==> src/rtl/cnn_frame_host_if.sv <==
// Pixel-stream and result handshakes between the frame host and its source/consumer.
interface cnn_frame_host_if #(
   parameter int unsigned PIX_W = 8
);
   logic             PIX_VALID;
   logic [PIX_W-1:0] PIX_DATA;
   logic             PIX_READY;
   logic             RES_VALID;
   logic             RES_READY;
   logic [3:0]       RES_CLASS;
   logic             RES_ERR;

   // Source/consumer side: pushes pixels, takes results.
   modport master (
      output PIX_VALID, PIX_DATA, RES_READY,
      input  PIX_READY, RES_VALID, RES_CLASS, RES_ERR
   );

   // Frame host side: accepts pixels, returns results.
   modport slave (
      input  PIX_VALID, PIX_DATA, RES_READY,
      output PIX_READY, RES_VALID, RES_CLASS, RES_ERR
   );
endinterface

==> src/rtl/cnn_frame_host.sv <==
// Host-side controller for the 5x5 classifier: packs a raster pixel stream into
// the image bus, kicks the classifier, waits for DONE (with timeout) and returns
// the class over a valid/ready result port.
module cnn_frame_host #(
   parameter int unsigned PIX_W   = 8,
   parameter int unsigned N_PIX   = 25,
   parameter int unsigned TIMEOUT = 2048
) (
   input  logic                   CLK,
   input  logic                   nRST,
   cnn_frame_host_if.slave        host,
   output logic [N_PIX*PIX_W-1:0] IMGOUT,
   output logic                   START,
   input  logic                   DONE,
   input  logic [3:0]             OUT,
   output logic                   BUSY
);
   localparam int unsigned IMG_W  = N_PIX * PIX_W;
   localparam int unsigned CNT_W  = 5;
   localparam int unsigned WAIT_W = $clog2(TIMEOUT);

   typedef enum logic [1:0] {
      ST_LOAD   = 2'd0,
      ST_KICK   = 2'd1,
      ST_WAIT   = 2'd2,
      ST_RESULT = 2'd3
   } state_t;

   state_t            state_q,     state_d;
   logic [CNT_W-1:0]  pix_cnt_q,   pix_cnt_d;
   logic [WAIT_W-1:0] wait_cnt_q,  wait_cnt_d;
   logic [IMG_W-1:0]  img_q,       img_d;
   logic              done_q;
   logic              pix_ready_q, pix_ready_d;
   logic              start_q,     start_d;
   logic              busy_q,      busy_d;
   logic              res_valid_q, res_valid_d;
   logic [3:0]        res_class_q, res_class_d;
   logic              res_err_q,   res_err_d;

   logic pix_accept;
   logic done_rise;

   assign pix_accept = host.PIX_VALID && pix_ready_q;
   assign done_rise  = DONE && !done_q;

   // State register and registered outputs; synchronous reset discards any partial frame.
   always_ff @(posedge CLK) begin
      if (!nRST) begin
         state_q     <= ST_LOAD;
         pix_cnt_q   <= '0;
         wait_cnt_q  <= '0;
         img_q       <= '0;
         done_q      <= 1'b0;
         pix_ready_q <= 1'b1;
         start_q     <= 1'b0;
         busy_q      <= 1'b0;
         res_valid_q <= 1'b0;
         res_class_q <= '0;
         res_err_q   <= 1'b0;
      end else begin
         state_q     <= state_d;
         pix_cnt_q   <= pix_cnt_d;
         wait_cnt_q  <= wait_cnt_d;
         img_q       <= img_d;
         done_q      <= DONE;
         pix_ready_q <= pix_ready_d;
         start_q     <= start_d;
         busy_q      <= busy_d;
         res_valid_q <= res_valid_d;
         res_class_q <= res_class_d;
         res_err_q   <= res_err_d;
      end
   end

   // Next-state logic; outputs are decoded from the next state so they are registered.
   always_comb begin
      state_d     = state_q;
      pix_cnt_d   = pix_cnt_q;
      wait_cnt_d  = wait_cnt_q;
      img_d       = img_q;
      res_class_d = res_class_q;
      res_err_d   = res_err_q;

      case (state_q)
         ST_LOAD: begin
            if (pix_accept) begin
               for (int unsigned p = 0; p < N_PIX; p++) begin
                  if (pix_cnt_q == CNT_W'(p)) begin
                     img_d[p*PIX_W +: PIX_W] = host.PIX_DATA;
                  end
               end
               if (pix_cnt_q == CNT_W'(N_PIX - 1)) begin
                  pix_cnt_d = '0;
                  state_d   = ST_KICK;
               end else begin
                  pix_cnt_d = pix_cnt_q + CNT_W'(1);
               end
            end
         end
         ST_KICK: begin
            wait_cnt_d = '0;
            state_d    = ST_WAIT;
         end
         ST_WAIT: begin
            // A DONE rise wins over a timeout landing in the same cycle.
            if (done_rise) begin
               res_class_d = OUT;
               res_err_d   = 1'b0;
               state_d     = ST_RESULT;
            end else if (wait_cnt_q == WAIT_W'(TIMEOUT - 1)) begin
               res_class_d = '0;
               res_err_d   = 1'b1;
               state_d     = ST_RESULT;
            end else begin
               wait_cnt_d = wait_cnt_q + WAIT_W'(1);
            end
         end
         ST_RESULT: begin
            if (host.RES_READY) begin
               state_d = ST_LOAD;
            end
         end
         default: begin
            state_d = ST_LOAD;
         end
      endcase

      pix_ready_d = (state_d == ST_LOAD);
      start_d     = (state_d == ST_KICK);
      busy_d      = (state_d == ST_KICK) || (state_d == ST_WAIT);
      res_valid_d = (state_d == ST_RESULT);
   end

   // Output drive.
   assign host.PIX_READY = pix_ready_q;
   assign host.RES_VALID = res_valid_q;
   assign host.RES_CLASS = res_class_q;
   assign host.RES_ERR   = res_err_q;
   assign IMGOUT         = img_q;
   assign START          = start_q;
   assign BUSY           = busy_q;
endmodule

==> src/flat_wrapper.sv <==
// flat-port wrapper written by rule: the top's interface ports become plain ports
module cnn_frame_host_flat 
#(
   parameter int unsigned PIX_W   = 8,
   parameter int unsigned N_PIX   = 25,
   parameter int unsigned TIMEOUT = 2048
)
  (CLK, nRST, IMGOUT, START, DONE, OUT, BUSY, host_PIX_VALID, host_PIX_DATA, host_RES_READY, host_PIX_READY, host_RES_VALID, host_RES_CLASS, host_RES_ERR);
  cnn_frame_host_if #(.PIX_W(PIX_W)) host_i ();
  input  logic CLK;
  input  logic nRST;
  output logic [N_PIX*PIX_W-1:0] IMGOUT;
  output logic START;
  input  logic DONE;
  input  logic [3:0] OUT;
  output logic BUSY;
  input wire logic [$bits(host_i.PIX_VALID)-1:0] host_PIX_VALID;
  input wire logic [$bits(host_i.PIX_DATA)-1:0] host_PIX_DATA;
  input wire logic [$bits(host_i.RES_READY)-1:0] host_RES_READY;
  output wire logic [$bits(host_i.PIX_READY)-1:0] host_PIX_READY;
  output wire logic [$bits(host_i.RES_VALID)-1:0] host_RES_VALID;
  output wire logic [$bits(host_i.RES_CLASS)-1:0] host_RES_CLASS;
  output wire logic [$bits(host_i.RES_ERR)-1:0] host_RES_ERR;
  assign host_i.PIX_VALID = host_PIX_VALID;
  assign host_i.PIX_DATA = host_PIX_DATA;
  assign host_i.RES_READY = host_RES_READY;
  assign host_PIX_READY = host_i.PIX_READY;
  assign host_RES_VALID = host_i.RES_VALID;
  assign host_RES_CLASS = host_i.RES_CLASS;
  assign host_RES_ERR = host_i.RES_ERR;
  cnn_frame_host #(.PIX_W(PIX_W), .N_PIX(N_PIX), .TIMEOUT(TIMEOUT)) u_core (.CLK(CLK), .nRST(nRST), .host(host_i), .IMGOUT(IMGOUT), .START(START), .DONE(DONE), .OUT(OUT), .BUSY(BUSY));
endmodule
==> config.mk <==
export PLATFORM = sky130hd
export DESIGN_NAME = cnn_frame_host_flat
export DESIGN_NICKNAME = d
export VERILOG_FILES = /design/src/rtl/cnn_frame_host_if.sv /design/src/rtl/cnn_frame_host.sv /design/src/flat_wrapper.sv
export SDC_FILE = /design/constraint.sdc
export NUM_CORES = 1
export LEC_CHECK = 0
export ABC_AREA = 1
export CORE_ASPECT_RATIO = 1.4
export CORE_MARGIN = 4
export CORE_UTILIZATION = 50
export CTS_CLUSTER_SIZE = 28
export DETAILED_ROUTE_END_ITERATION = 6
export GPL_ROUTABILITY_DRIVEN = 0
export PLACE_DENSITY = 0.82
export SLEW_MARGIN = 25
export SYNTH_ARGS = -nofsm -noshare
export SYNTH_HDL_FRONTEND = slang
export SYNTH_SLANG_ARGS = --single-unit
==> constraint.sdc <==
create_clock -name CLK -period 3.2 [get_ports CLK]
set_input_delay 0.64 -clock CLK [delete_from_list [all_inputs] [get_ports CLK]]
set_output_delay 0.64 -clock CLK [all_outputs]
set_load 0.01 [all_outputs]
* Yosys cells after proc, flatten, opt, wreduce, memory -nomap -nowiden *
Index checks and enable logic that the tools add are counted.

operators by class
  add/sub/neg operators = 2
  eq/ne operators = 33
  mux-type cells = 14
  reductions and logical operators = 37

operator list
  operator                 number
  $reduce_and A3 Y1        26
  $eq A5 B5 Y1 const B     9
  $eq A5 B4 Y1 const B     8
  $mux W11                 2
  $pmux W11 S2             1
  $eq A5 B3 Y1 const B     4
  $add A11 B1 Y11 const B  1
  $eq A11 B11 Y1 const B   1
  $eq A5 B2 Y1 const B     2
  $mux W2                  5
  $eq A2 B2 Y1 const B     4
  $mux W4                  2
  $pmux W2 S4              1
  $add A5 B1 Y5 const B    1
  $eq A5 B1 Y1 const B     1
  $logic_not A5 Y1         1
  $mux W5                  1
  $eq A2 B1 Y1 const B     2
  $logic_not A2 Y1         2
  $ne A2 B2 Y1 const B     2
  $reduce_and A2 Y1        2
  $reduce_bool A2 Y1       2
  $logic_and A1 B1 Y1      2
  $mux W1                  2
  2 further kinds          2

storage, ports and cells
  flip-flop bits (word level) = 228
  input port bits = 17
  output and inout bits = 209
  logic and storage cells = 121

* Depth between registers and ports, before layout *
Gate-level depths: netlist of the first run.

  depth in word-level cells = 6
  gate-level depth with buffers = 13
  depth with buffers taken out = 13

* Worst setup path before layout of the first run *
OpenSTA, ideal clock, no wires.

  kind = flip-flop to flip-flop
  start point = register u_core.state_q[0]
  end point = register u_core.pix_ready_q, in the netlist u_core.host.PIX_READY
  library setup time = 123 ps
  arrival time = 1,811 ps
  data required time = 3,077 ps
  slack = 1,266 ps
  stages on the path, launching flop included = 12
  path buffers = 2
  period minus slack after synthesis = 1,934 ps
  path through = dfxtp_1 -> inv_1 -> ha_1 -> clkbuf_1 -> nand2_1 -> inv_1 -> nand3_1 -> buf_2 -> nand4_1 -> nand3_1 -> ha_1 -> or2_2

between the ends
  word-level cells in the longest chain between the ends = 4
  elaborated cells between the ends (all ways) = 11
  those cells by class = 3 x eq/ne; 6 x mux; 2 x reduce/logical

ends and longest elaborated chain
  item                        line                                         RTL
  start: declaration          cnn_frame_host.sv:29                         state_t state_q, state_d;
  start signal: assignment    cnn_frame_host.sv:62                         state_q <= state_d;
  $mux W2 (on tied branches)  cnn_frame_host.sv:111, cnn_frame_host.sv:93
  $mux W2 (on tied branches)  cnn_frame_host.sv:107, cnn_frame_host.sv:87
  $pmux W2 S4 *               cnn_frame_host.sv:85                         case (state_q)
  $logic_not A2 Y1 *          cnn_frame_host.sv:129                        pix_ready_d = (state_d == ST_LOAD);
  net u_core.pix_ready_d      cnn_frame_host.sv:34                         logic pix_ready_q, pix_ready_d;
  end signal: assignment      cnn_frame_host.sv:67                         pix_ready_q <= pix_ready_d;
  end: declaration            cnn_frame_host.sv:34

The timed path passes the listed nets; every way through them passes the cells marked *.
A chain may end at the register's enable or synchronous reset.

* Worst setup path after layout of the first run *
Ends and elaborated chain as after synthesis.

==> impl_metrics.json, run 1 <==
{
  "fin_ws_ps": 978,
  "synthCells": 1145,
  "wl_per_cell_um": 16.6,
  "nets": 1387,
  "row_count": 56,
  "ys_seq_area_frac": 0.522,
  "drtIter0Drc": 639,
  "rsz0062_at_grt": "false",
  "dieArea_um2": 19700,
  "cts_setup_buffers": 0,
  "timing.final.crit_share": 0.694,
  "finalCoreUtilization": 0.702,
  "antenna_found_initial": 0,
  "slowest_stage": "ha_1",
  "htreeDepth": 1,
  "crit_path_start_kind": "flop",
  "vias": 8233,
  "leakagePower_nw": 4.83,
  "io_buffers": 225,
  "fmax_mhz": 450,
  "grt_pass1_wl_um": 42300,
  "grt-ovfl-total": 0,
  "grt_use_total": 0.265,
  "cap_violations": 0,
  "whs_ps": 444,
  "post-place-ws_ps": 735,
  "hold_depth": 2,
  "slew_violations": 0,
  "drive_above_1_share": 0.0694,
  "dr.pass1.iters": 5,
  "synth-edff-count": 0,
  "cts_sinks": 228,
  "cts-root-buf": "clkbuf_16",
  "period_minus_slack_ps": 2220,
  "hold_viol": 0,
  "ir_drop_v": 0.000418,
  "p_per_area_nw_per_um2": 522,
  "cp_slowest_stage_delay_ps": 350,
  "yosys_warnings": 0,
  "syn_area_um2": 8740,
  "worst_pin_slew_ps": 891,
  "route.detailed.drc": 0,
  "path_class": "reg2reg",
  "worst_setup_path_end_kind": "flop",
  "async_flop_share": 0,
  "cts_tree": "built",
  "die_w_um": 120,
  "fin_worst_skew_ps": 7.28,
  "reg2reg_depth": 9,
  "cts_made_buffers": 22,
  "setup_violations": 0,
  "postCtsResizedCells": 0,
  "final_common_cell": "nor2_1",
  "finalSetupTns_ps": 0,
  "fp.dieH_um": 164,
  "io_pins": 226,
  "crit_chain": "inv_1 > ha_1 > nand2_1 > inv_1 > nand3_1 > nand4_1 > nand3_1 > ha_1 > or2_2",
  "cts_buffer_depth": 3,
  "antenna_left": 0,
  "crit_buf_inv": 2,
  "n_antenna_cell": 0,
  "core_um2": 17000,
  "crit_fanout": 11,
  "arrival_ps": 2600,
  "critical_path_required_ps": 3580,
  "status": "complete, no violations",
  "syn-num-nets": 1176,
  "grt_pass1_vias": 7958,
  "avgSynthCellArea_um2": 7.63,
  "clk_latency_ps": 500,
  "cp.depth": 9,
  "ys_ff_latch": 228,
  "viasPerCell": 5.14,
  "slew_headroom": 0.404,
  "areaGrowthSynthToFinish_pct": 36.2,
  "drt-total-wl_um": 26500,
  "hold_path.class": "reg2reg",
  "hold_buffers": 0,
  "place.detailed.hpwl_um": 17700,
  "path_clk_slew_ps": 60,
  "final_cell_mix": "nor2_1, dfxtp_1, clkdlybuf4s50_1, o21ai_0, inv_1",
  "start_util": 0.515,
  "yosys.cell_types.count": 27,
  "ys.flop_type": "dfxtp_1",
  "grt_max_degree": 122,
  "path_delay_family": "simple AND/OR/NAND/NOR gates"
}
==> registers in the layout, summed over array words and instances (netlist names) <==
signal                 cells
u_core.BUSY                1
u_core.IMGOUT            200
u_core.START               1
u_core.done_q              1
u_core.host.PIX_READY      1
u_core.host.RES_CLASS      4
u_core.host.RES_ERR        1
u_core.host.RES_VALID      1
u_core.pix_cnt_q           5
u_core.state_q             2
u_core.wait_cnt_q         11
==> tightest hold or removal path: stages, from the launching register on <==
cell     delay (ps)
dfxtp_1         310
inv_1            50
a21oi_1          50
==> per-layer routing <==
metal  global-route usage  vias up  routed length [um]
met4               0.0990        0                 968
li1                     -     4059                   -
met2                0.490      293               13800
met3               0.0723       68                2070
met5                    0        -                   0
met1                0.289     3813                9710
==> cell usage after synthesis, types with 9 or more instances <==
cell type | number | area (um^2)
dfxtp_1 | 228 | 4560
a21oi_1 | 46 | 230
ha_1 | 14 | 175
nor2_1 | 362 | 1360
inv_1 | 84 | 315
nor2_4 | 20 | 225
inv_2 | 14 | 52.6
nand3_1 | 26 | 130
nand4_1 | 9 | 56.3
clkbuf_1 | 35 | 131
o21ai_0 | 200 | 1000
nand2_1 | 72 | 270
==> path summary, 6_finish.rpt <==
path	startpoint	to	slack [ps]
max	u_core.state_q[0]$_SDFF_PN0_	u_core.host.PIX_READY$_SDFF_PN1_	980
min	u_core.IMGOUT[116]$_SDFFE_PN0P_	u_core.IMGOUT[116]$_SDFFE_PN0P_	440
max reg2reg	u_core.state_q[0]$_SDFF_PN0_	u_core.host.PIX_READY$_SDFF_PN1_	980
min reg2reg	u_core.IMGOUT[116]$_SDFFE_PN0P_	u_core.IMGOUT[116]$_SDFFE_PN0P_	440
==> layout make-up <==
cell class / count / area, um^2
multi-input cells: 768 / 3600
clock inverters: 8 / 67.6
well taps: 232 / 290
fillers: 1367 / 5050
repair buffers: 237 / 2350
inverters: 99 / 374
clock buffers: 29 / 648
flip-flops and latches: 228 / 4560
==> logic make-up after synthesis <==
logic type	after synthesis	share of synthesized area
compound gates	248	0.143
xor+xnor	2	0.00200
fa+ha+maj	14	0.0200
buf+inv	149	0.0653
flops	228	0.522
simple gates	504	0.248
==> per-stage QoR <==
step | power, mW | std cells | cell area (um^2)
4_1_cts | 6.24 | 1601 | 11900
3_3_place_gp | 3.69 | 1564 | 11200
2_1_floorplan | 3.41 | 1145 | 8740
3_5_place_dp | 3.70 | 1564 | 11200
5_1_grt | 6.44 | 1601 | 11900
6_report | 6.21 | 1601 | 11900
==> report_power, final <==
group / switching [mW] / internal, mW / total, mW
Combinational: 0.430 / 0.246 / 0.676
Sequential: 0.0475 / 2.92 / 2.97
Clock: 1.07 / 1.50 / 2.57
Power figures use the tool's default switching activity.
==> run 2: changes to the inputs <==
--- a/config.mk
+++ b/config.mk
@@ -8,11 +8,11 @@
 export ABC_AREA = 1
 export CORE_ASPECT_RATIO = 1.4
 export CORE_MARGIN = 4
-export CORE_UTILIZATION = 50
+export CORE_UTILIZATION = 49
 export CTS_CLUSTER_SIZE = 28
 export DETAILED_ROUTE_END_ITERATION = 6
 export GPL_ROUTABILITY_DRIVEN = 0
-export PLACE_DENSITY = 0.82
+export PLACE_DENSITY = 0.8
 export SLEW_MARGIN = 25
 export SYNTH_ARGS = -nofsm -noshare
 export SYNTH_HDL_FRONTEND = slang
==> constraint.sdc (replaced) <==
create_clock -name CLK -period 2.1 [get_ports CLK]
set_input_delay 0.42 -clock CLK [delete_from_list [all_inputs] [get_ports CLK]]
set_output_delay 0.42 -clock CLK [all_outputs]
set_load 0.01 [all_outputs]
==> impl_metrics.json, run 2 (synthesis results as in run 1) <==
{
  "status": "complete, no violations",
  "fmax_mhz": 513,
  "cts_buffer_depth": 3,
  "core_um2": 17500,
  "setup_violations": 0,
  "path_clk_slew_ps": 60,
  "crit_chain": "ha_1 > nand3_1 > nor2_1 > nand3_1 > nand4_1 > nand3_1 > ha_1 > or2_2",
  "slowest_stage": "dfxtp_1",
  "cts_sinks": 228,
  "io_pins": 226,
  "path_delay_family": "simple AND/OR/NAND/NOR gates",
  "dr.pass1.iters": 5,
  "clk_latency_ps": 500,
  "antenna_found_initial": 0,
  "crit_buf_inv": 0,
  "timing.final.crit_share": 0.928,
  "final_cell_mix": "nor2_1, dfxtp_1, clkdlybuf4s50_1, o21ai_0, inv_1",
  "cts_setup_buffers": 0,
  "cp.depth": 8,
  "drive_above_1_share": 0.0901,
  "vias": 8372,
  "antenna_left": 0,
  "placed_area_um2": 11500,
  "fin_ws_ps": 151,
  "power.total_mw": 9.44,
  "crit_path_start_kind": "flop",
  "r2r_start": "u_core.wait_cnt_q[0]$_SDFFE_PN0P_",
  "drtIter0Drc": 646,
  "leakagePower_nw": 5.00,
  "nets": 1416,
  "die_w_um": 121,
  "critPathCapture": "u_core.host.PIX_READY$_SDFF_PN1_",
  "stdcell_count": 1635,
  "grt_pass1_vias": 8057,
  "path_class": "reg2reg",
  "hold_path.class": "in2reg",
  "cp_slowest_stage_delay_ps": 400,
  "grt-ovfl-total": 0,
  "wl_per_cell_um": 16.4,
  "cts_tree": "built",
  "n_antenna_cell": 0,
  "slew_violations": 0,
  "hold_viol": 0,
  "cts_made_buffers": 22,
  "rsz0062_at_grt": "false",
  "grt_use_total": 0.261,
  "arrival_ps": 2330,
  "cap_violations": 0,
  "row_count": 57,
  "fin_worst_skew_ps": 17.9,
  "worst_setup_path_end_kind": "flop",
  "areaGrowthSynthToFinish_pct": 40.0,
  "grt_pass1_wl_um": 42700,
  "critical_path_required_ps": 2480,
  "final_area_um2": 12200,
  "io_buffers": 225,
  "ff2ff_setup_slack_ps": 150,
  "dieArea_um2": 20100,
  "place.detailed.hpwl_um": 17700,
  "route.detailed.drc": 0,
  "finalSetupTns_ps": 0,
  "crit_top_cell": "nand3_1",
  "start_util": 0.500,
  "largest_reg_flops": 200,
  "reg2reg_depth": 8,
  "p_per_area_nw_per_um2": 772,
  "r2r_end": "u_core.host.PIX_READY$_SDFF_PN1_",
  "post-place-ws_ps": 10.2,
  "cts-root-buf": "clkbuf_16",
  "viasPerCell": 5.12,
  "ir_drop_v": 0.000665,
  "placed_cells": 1597,
  "hold_buffers": 0,
  "crit_fanout": 4,
  "htreeDepth": 1,
  "crit_path_start": "u_core.wait_cnt_q[0]$_SDFFE_PN0P_",
  "worst_pin_slew_ps": 432,
  "final_common_cell": "nor2_1",
  "fp.dieH_um": 166,
  "drt-total-wl_um": 26800,
  "period_minus_slack_ps": 1950,
  "slew_headroom": 0.712,
  "grt_max_degree": 117
}
==> run 2: area by class of cell <==
type	instances	area, um^2
inverter	99	374
fill	1415	5240
timing repair buffer	266	2700
sequential	228	4570
clock buffer	31	656
tap	236	295
clock inverter	7	40.0
multi-input combinational	768	3610
==> run 2: tightest hold or removal path: stages <==
cell and delay, ps:
buf_4 120, inv_1 160, nor2_1 130
==> run 2: power breakdown <==
| part | switching (mW) | leakage (nW) | internal, mW | total (mW) |
|---|---|---|---|---|
| sequential | 0.0800 | 1.84 | 4.45 | 4.53 |
| combinational | 0.658 | 2.82 | 0.438 | 1.10 |
| clock | 1.64 | 0.343 | 2.17 | 3.82 |
| total | 2.38 | 5.00 | 7.06 | 9.44 |
==> run 2: worst min path at each step <==
stage                                             from                                 end  cells past startpoint
finish                                            nRST        u_core.state_q[0]$_SDFF_PN0_                      3
detailed placement     u_core.IMGOUT[119]$_SDFFE_PN0P_     u_core.IMGOUT[119]$_SDFFE_PN0P_                      2
floorplan           u_core.wait_cnt_q[10]$_SDFFE_PN0P_  u_core.wait_cnt_q[10]$_SDFFE_PN0P_                      2
global route                                      nRST        u_core.state_q[1]$_SDFF_PN0_                      3
global placement       u_core.IMGOUT[105]$_SDFFE_PN0P_     u_core.IMGOUT[105]$_SDFFE_PN0P_                      2
CTS                                               nRST        u_core.state_q[0]$_SDFF_PN0_                      3
==> run 2: per-stage QoR <==
stage,hold slack (ps),utilization
2_1_floorplan,426,-
6_report,374,0.700
5_1_grt,422,0.700
4_1_cts,368,0.700
3_5_place_dp,435,0.660
3_3_place_gp,430,0.660
==> run 2: repair_timing <==
item                                    CTS  global route
gates resized for setup                   0             3
endpoints found under the setup margin    0             1
endpoints found under the hold margin     0             0
==> run 2: layer usage <==
metal,global-route usage,share of wire,vias to the layer above
li1,-,-,4127
met1,0.299,0.38,3821
met2,0.451,0.50,335
met3,0.0596,0.071,89
met4,0.131,0.051,0
met5,0.00750,0,-
==> run 3: changes to the inputs <==
--- a/config.mk
+++ b/config.mk
@@ -6,7 +6,7 @@
 export NUM_CORES = 1
 export LEC_CHECK = 0
 export ABC_AREA = 1
-export CORE_ASPECT_RATIO = 1.4
+export CORE_ASPECT_RATIO = 0.8
 export CORE_MARGIN = 4
 export CORE_UTILIZATION = 49
 export CTS_CLUSTER_SIZE = 28
==> impl_metrics.json, run 3 (synthesis results as in run 1) <==
{
  "crit_path_start_kind": "flop",
  "cts-root-buf": "clkbuf_16",
  "grt_use_total": 0.246,
  "cts_sinks": 228,
  "reg2reg_depth": 11,
  "hold_buffers": 0,
  "setup_violations": 0,
  "grt-ovfl-total": 0,
  "cts_made_buffers": 23,
  "crit_path_start": "u_core.pix_cnt_q[0]$_SDFFE_PN0P_",
  "cts_tree": "built",
  "p_per_area_nw_per_um2": 800,
  "final_common_cell": "nor2_1",
  "grt_pass1_wl_um": 40400,
  "core_um2": 17400,
  "row_count": 43,
  "status": "complete, no violations",
  "dr.pass1.iters": 6,
  "fillerInstances": 1429,
  "antenna_found_initial": 0,
  "path_clk_slew_ps": 60,
  "fin_worst_skew_ps": 18.1,
  "critical_path_required_ps": 2490,
  "final_area_um2": 12300,
  "layout.area.seq_um2": 4560,
  "power.total_mw": 9.80,
  "placed_cells": 1584,
  "die_w_um": 157,
  "critPathCapture": "u_core.host.PIX_READY$_SDFF_PN1_",
  "grt_max_degree": 88,
  "io_pins": 226,
  "placed_area_um2": 11500,
  "stdcell_count": 1623,
  "clkPwrFrac": 0.425,
  "viasPerCell": 5.13,
  "io_buffers": 225,
  "timing.final.crit_share": 0.946,
  "dieArea_um2": 20000,
  "path_class": "reg2reg",
  "cap_violations": 0,
  "nets": 1415,
  "fp.dieH_um": 127,
  "largest_reg_flops": 200,
  "ir_drop_v": 0.000596,
  "crit_fanout": 4,
  "areaGrowthSynthToFinish_pct": 40.2,
  "slew_violations": 0,
  "clk_latency_ps": 510,
  "antenna_left": 0,
  "drive_above_1_share": 0.0858,
  "pwr-share-comb": 0.112,
  "multiInputGateArea_um2": 3610,
  "grt_pass1_vias": 7687,
  "cts_buffer_depth": 3,
  "p_seq_frac": 0.463,
  "start_util": 0.501,
  "finalCoreUtilization": 0.703,
  "final_cell_mix": "nor2_1, dfxtp_1, clkdlybuf4s50_1, o21ai_0, inv_1",
  "drtIter0Drc": 538,
  "htreeDepth": 1,
  "switchingPower_mw": 2.38,
  "rsz0062_at_grt": "false",
  "place.detailed.hpwl_um": 17200,
  "hold_viol": 0,
  "n_antenna_cell": 0,
  "intPower_mw": 7.42,
  "worst_pin_slew_ps": 432,
  "vias": 8329,
  "wl_per_cell_um": 15.8,
  "slew_headroom": 0.712,
  "route.detailed.drc": 0,
  "fmax_mhz": 503,
  "ff2ff_setup_slack_ps": 110,
  "hold_path.class": "in2reg",
  "worst_setup_path_end_kind": "flop",
  "r2r_end": "u_core.host.PIX_READY$_SDFF_PN1_",
  "leakagePower_nw": 5.01,
  "arrival_ps": 2370,
  "drt-total-wl_um": 25700,
  "swShare": 0.243,
  "period_minus_slack_ps": 1990,
  "r2r_start": "u_core.pix_cnt_q[0]$_SDFFE_PN0P_"
}
-- run 3: routing by layer --
layer  vias to the layer above  GRT usage  wire length (um)
li1                       4128          -                 -
met1                      3856      0.349             11900
met2                       308      0.379             11100
met3                        37     0.0677              2350
met4                         0     0.0526               410
met5                         -          0                 0
-- run 3: per-stage QoR --
stage          worst slack (ps)  setup TNS, ps  hold slack (ps)
2_1_floorplan               166              0              426
3_3_place_gp               48.2              0              431
3_5_place_dp              -22.8          -34.0              436
4_1_cts                     137              0              263
5_1_grt                    1.32              0              281
6_report                    113              0              282
-- run 3: worst min-delay path by stage --
stage | startpoint | endpoint | slack (ps) | cells past startpoint
finish | nRST | u_core.START$_SDFF_PN0_ | 280 | 3
global route | nRST | u_core.BUSY$_SDFF_PN0_ | 280 | 3
CTS | nRST | u_core.START$_SDFF_PN0_ | 260 | 3
detailed placement | u_core.IMGOUT[114]$_SDFFE_PN0P_ | u_core.IMGOUT[114]$_SDFFE_PN0P_ | 440 | 2
global placement | u_core.IMGOUT[76]$_SDFFE_PN0P_ | u_core.IMGOUT[76]$_SDFFE_PN0P_ | 430 | 2
floorplan | u_core.wait_cnt_q[10]$_SDFFE_PN0P_ | u_core.wait_cnt_q[10]$_SDFFE_PN0P_ | 430 | 2
-- run 3: what timing repair did --
action / 4_1_cts / 5_1_grt
endpoints found under the setup margin: 0 / 1
setup buffers: 0 / 0
resized for setup: 0 / 1
-- run 3: critical path, stage by stage (launching register included) --
cell     delay, ps
dfxtp_1        350
inv_1          120
ha_1           180
inv_1           40
nor2_1         140
nand2_1        120
inv_1          120
nand2_1        100
nand3_1        100
nand3_1        110
ha_1           200
or2_2          280
-- run 3: power by group through the flow --
stage	Clock (mW)	Combinational (mW)	Sequential [mW]
2_1_floorplan	0	0.540	4.65
3_3_place_gp	0	1.08	4.62
3_5_place_dp	0	1.09	4.62
4_1_cts	4.22	1.10	4.53
5_1_grt	4.41	1.21	4.54
6_report	4.17	1.10	4.53
-- run 3: cell type report --
cell class	count	area share
Sequential cell	228	0.372
Multi-Input combinational cell	768	0.294
Timing Repair Buffer	264	0.218
Clock inverter	6	0.00888
Clock buffer	33	0.0533
Tap cell	225	0.0230
Inverter	99	0.0305
